File: config.mk
export PLATFORM = sky130hd
export DESIGN_NAME = rename_regfile_mp
export DESIGN_NICKNAME = d
export VERILOG_FILES = /design/src/rtl/rename_regfile_mp.sv
export SDC_FILE = /design/constraint.sdc
export NUM_CORES = 2
export LEC_CHECK = 0
export BUFFER_PORTS_ARGS = -buffer_cell sky130_fd_sc_hd__buf_2
export CORE_MARGIN = 5
export CORE_UTILIZATION = 50
export CTS_CLUSTER_SIZE = 20
export DETAILED_ROUTE_END_ITERATION = 8
export PLACE_DENSITY = 0.66
export REMOVE_ABC_BUFFERS = 1
export SKIP_LAST_GASP = 1
export SLEW_MARGIN = 10
export SYNTH_ARGS = -nofsm -noshare
export SYNTH_HDL_FRONTEND = slang
export SYNTH_SLANG_ARGS = --single-unit
File: constraint.sdc
create_clock -name clk_in -period 7.83 [get_ports clk_in]
set_input_delay 2.349 -clock clk_in [delete_from_list [all_inputs] [get_ports clk_in]]
set_output_delay 2.349 -clock clk_in [all_outputs]
set_load 0.05 [all_outputs]
File: src/rtl/rename_regfile_mp.sv
// Architectural register file with rename tags, NRD lookup ports and NCDB writeback ports.
// Optional macro RF_CDB_BYPASS_EN forwards matching CDB results to lookups in the same cycle.
module rename_regfile_mp #(
    parameter int  XLEN  = 32,
    parameter int  NREG  = 32,
    parameter int  TAG_W = 4,
    parameter int  NRD   = 2,
    parameter int  NCDB  = 2,
    localparam int IDX_W = $clog2(NREG)
) (
    input  logic                  clk_in,
    input  logic                  rst_in,
    input  logic                  rdy_in,
    input  logic                  flush_in,
    input  logic                  issue_valid,
    input  logic [IDX_W-1:0]      issue_rd,
    input  logic [TAG_W-1:0]      issue_tag,
    input  logic [NRD*IDX_W-1:0]  rs_idx,
    output logic [NRD*XLEN-1:0]   rs_val,
    output logic [NRD*TAG_W-1:0]  rs_tag,
    input  logic [NCDB-1:0]       cdb_valid,
    input  logic [NCDB*TAG_W-1:0] cdb_tag,
    input  logic [NCDB*IDX_W-1:0] cdb_rd,
    input  logic [NCDB*XLEN-1:0]  cdb_val
);

    logic [XLEN-1:0]  val_q [NREG];
    logic [TAG_W-1:0] tag_q [NREG];
    logic [XLEN-1:0]  val_d [NREG];
    logic [TAG_W-1:0] tag_d [NREG];

    logic [TAG_W-1:0] cdb_tag_a [NCDB];
    logic [IDX_W-1:0] cdb_rd_a  [NCDB];
    logic [XLEN-1:0]  cdb_val_a [NCDB];

    always_comb begin
        for (int c = 0; c < NCDB; c++) begin
            cdb_tag_a[c] = cdb_tag[c*TAG_W +: TAG_W];
            cdb_rd_a[c]  = cdb_rd[c*IDX_W +: IDX_W];
            cdb_val_a[c] = cdb_val[c*XLEN +: XLEN];
        end
    end

    // NOTE: every array element gets its hold value first, so partial updates below never infer latches.
    always_comb begin
        for (int r = 0; r < NREG; r++) begin
            val_d[r] = val_q[r];
            tag_d[r] = tag_q[r];
        end
        // Ascending walk: a later (higher) port overwrites both value and tag decision.
        for (int c = 0; c < NCDB; c++) begin
            if (cdb_valid[c] && cdb_rd_a[c] != '0) begin
                val_d[cdb_rd_a[c]] = cdb_val_a[c];
                tag_d[cdb_rd_a[c]] = (tag_q[cdb_rd_a[c]] == cdb_tag_a[c]) ? '0 : tag_q[cdb_rd_a[c]];
            end
        end
        if (issue_valid && !flush_in && issue_rd != '0) begin
            tag_d[issue_rd] = issue_tag;
        end
        if (flush_in) begin
            for (int r = 0; r < NREG; r++) begin
                tag_d[r] = '0;
            end
        end
    end

    // NOTE: the file is reset as a whole because the rename state must be clean after reset; it is flops, not RAM.
    always_ff @(posedge clk_in or negedge rst_in) begin
        if (!rst_in) begin
            for (int r = 0; r < NREG; r++) begin
                val_q[r] <= '0;
                tag_q[r] <= '0;
            end
        end else if (rdy_in) begin
            for (int r = 0; r < NREG; r++) begin
                val_q[r] <= val_d[r];
                tag_q[r] <= tag_d[r];
            end
        end
    end

    logic [IDX_W-1:0] rd_idx [NRD];
    logic [TAG_W-1:0] st_tag [NRD];
`ifdef RF_CDB_BYPASS_EN
    logic [NRD-1:0]   byp_hit;
    logic [XLEN-1:0]  byp_val [NRD];
`endif

    always_comb begin
        rs_val = '0;
        rs_tag = '0;
        for (int p = 0; p < NRD; p++) begin
            rd_idx[p] = rs_idx[p*IDX_W +: IDX_W];
            st_tag[p] = tag_q[rd_idx[p]];
`ifdef RF_CDB_BYPASS_EN
            byp_hit[p] = 1'b0;
            byp_val[p] = '0;
            for (int c = 0; c < NCDB; c++) begin
                if (st_tag[p] != '0 && cdb_valid[c] && cdb_tag_a[c] == st_tag[p]) begin
                    byp_hit[p] = 1'b1;
                    byp_val[p] = cdb_val_a[c];
                end
            end
            rs_tag[p*TAG_W +: TAG_W] = byp_hit[p] ? '0 : st_tag[p];
            rs_val[p*XLEN +: XLEN]   = byp_hit[p] ? byp_val[p]
                                     : (st_tag[p] == '0 ? val_q[rd_idx[p]] : '0);
`else
            rs_tag[p*TAG_W +: TAG_W] = st_tag[p];
            rs_val[p*XLEN +: XLEN]   = (st_tag[p] == '0) ? val_q[rd_idx[p]] : '0;
`endif
        end
    end

endmodule

==> impl_metrics.ini <==
[run_status]
status = finished with violations
failed_checks = design-rule violations, negative setup slack

[detailed_routing]
drc = 3
drt_iter0_markers = 14500
ant_nets = 0
wl_um = 360000
vias_per_cell = 8.11
num_vias = 72800
dr.pass1.iters = 9
wl_per_cell_um = 40.1

[placement]
post-place-cells = 8715
dp_hpwl_um = 205000
place_congestion = 1.09
port_buffers = 179
placed_area_um2 = 75800

[clock_tree]
cts_buffer_depth = 3
postCtsSetupRepairBufs = 0
cts_tree = built
htree_levels = 4
root_buffer = clkbuf_16
clock_latency_ns = 0.81
clk_pin_slew_ns = 0.06
hold_buffers = 0
cts.sinks = 1152
cts_buffers = 134

[synth]
syn-cell-area_um2 = 72800
synthArstFlopShare_pct = 100
ys_top_cells_by_area = dfrtp_1 (40%), mux4_2 (23%), o22ai_1 (8.7%), a21oi_1 (7.9%), nor2_1 (6.8%)
syn_area_per_cell_um2 = 9.97
synth-seq-area-share_pct = 39.6
yosysTopAreaCellShare_pct = 39.6
yosysTopAreaCell = dfrtp_1
ys_ff_latch = 1152
ys_warn_count = 0
synth_edf_count = 0
yosysUniqueCellTypes = 65
synth-main-ff-cell = dfrtp_1
synthCells = 7308

[setup_path]
slowest_delay_ns = 0.73
critPathSlowestCell = or4_2
end_kind = output port
worstSetupPathType = in -> out
cp_max_fo = 21
startpoint_type = input port
cp.required_ns = 5.48
path_cells = buf_8 > buf_12 > mux4_2 > mux4_2 > mux2_2 > or4_2 > buf_12 > nor2_1 > buf_2
arrival_ns = 5.50

[timing]
fin_tns_setup_ns = -0.0311
slew_headroom_pct = 8.68
rsz0062_at_grt = yes
finalCritPeriodShare_pct = 100
slew_violations = 0
fin_worst_skew_ns = 0.0220
worstMarginPinSlew_ns = 1.36
fmax_mhz = 127
hold_violations = 0
finalSetupViolCount = 2
post-route-min-period_ns = 7.85
whs_ns = 0.396
fin_ws_ns = -0.0232

[power]
power_density_nw_per_um2 = 268
ir_drop_uv = 218
p_leak_nw = 31.4
finalPower_mw = 21.5

[grt]
grt.overflow.total = 0
grt_pass1_wl_um = 504000
grt_pass1_vias = 69000
grt_start_max_net_pins = 205
grtUsageTotal_pct = 45.9
antenna_found_initial = 27

[final_layout]
fill_cells = 12300
final_area_um2 = 80400
layout-drive-gt1-share_pct = 21.4
area_growth_pct = 10.4
nNetsFinal = 7043
final_cells = 8976

[floorplan]
die_y_um = 392
num_rows = 140
pin_count = 180
die-area_um2 = 153000
coreArea_um2 = 145000
die_w_um = 392
initial_core_util_pct = 50.2

[run]
maxCapViolCount = 0

[hold_path]
hold_path_class = reg -> reg
[flip-flops by register name, indices dropped and copies added (netlist names)]
| name | flops |
|---|---|
| tag_q | 128 |
| val_q | 1024 |
[report_power, final]
group / internal [mW] / switching, mW
Combinational: 2.96 / 3.32
Clock: 3.71 / 2.79
Sequential: 7.42 / 1.31
Total: 14.1 / 7.42
[cell usage in the layout (no fill, tap or decap), drive strengths merged, types with 67 or more instances in the layout]
master,n
nor2,1316
dfrtp,1152
a21oi,1144
o22ai,1011
mux4,728
buf,414
nand2,221
clkbuf,205
mux2i,176
nand3,68
o21ai,67
[cells by family after synthesis]
family	count (synthesis)	synth area share, %
flip-flops	1152	39.6
AND/OR/NAND/NOR	1758	9.69
XOR/XNOR	7	0.0842
multiplexers	912	25.0
buffers and inverters	954	5.15
AO/OA/AOI/OAI	2525	20.5
[repair_timing]
action	4_1_cts	5_1_grt
setup endpoints to repair	20	41
resized for setup	18	31
gates cloned	0	0
[worst paths after layout]
check | endpoint | cells after the start | start | slack [ns]
min in group asynchronous | val_q[1018]$_DFFE_PN0P_ | 1 | rst_in | 1.62
max in group asynchronous | tag_q[83]$_DFFE_PN0P_ | 2 | rst_in | 4.53
min | val_q[996]$_DFFE_PN0P_ | 0 | val_q[996]$_DFFE_PN0P_ | 0.40
min reg2reg | val_q[996]$_DFFE_PN0P_ | 0 | val_q[996]$_DFFE_PN0P_ | 0.40
max reg2reg | tag_q[99]$_DFFE_PN0P_ | 9 | tag_q[100]$_DFFE_PN0P_ | 3.70
max | rs_val[25] | 9 | rs_idx[0] | -0.02
[through the flow]
step | worst slack (ns) | util (%)
6_report | -0.0232 | 55.4
5_1_grt | -0.0235 | 55.4
4_1_cts | -0.0276 | 55.3
3_5_place_dp | -0.0472 | 52.2
3_3_place_gp | -0.0206 | 52.2
2_1_floorplan | 0.107 | -
[final cells by class]
class                   count  area [um^2]  share of cell area, %
flip-flops and latches   1152        28800                   35.8
repair buffers            428         3740                   4.65
clock buffers             191         3910                   4.86
multi-input cells        5202        40900                   50.9
inverters                  17         68.8                 0.0856
clock inverters            47          499                  0.621
diodes                     22         55.1                 0.0684
well taps                1917         2400                   2.98
[metal layers]
| layer | GRT usage (%) | wire length, um | vias to the layer above |
|---|---|---|---|
| li1 | - | - | 27200 |
| met1 | 55.8 | 116000 | 35600 |
| met2 | 61.0 | 143000 | 7889 |
| met3 | 23.8 | 64900 | 2116 |
| met4 | 35.6 | 36200 | 22 |
| met5 | 0.510 | 168 | - |
[synthesized netlist by cell type (58+ instances only)]
| cell type | count |
|---|---|
| mux4_2 | 728 |
| clkbuf_1 | 687 |
| dfrtp_1 | 1152 |
| a21oi_1 | 1144 |
| nand3_1 | 68 |
| nand2_1 | 221 |
| buf_1 | 193 |
| o22ai_1 | 1011 |
| nor2_1 | 1315 |
| a22oi_1 | 58 |
| mux2i_1 | 176 |
| o21ai_0 | 64 |
[worst max-delay path, delay by kind of cell]
kind                   cells  cell delay [ns]
buffers and inverters      4             0.84
and+or+nand+nor            2             0.88
muxes                      3             1.35
Power figures use the tool's default switching activity.
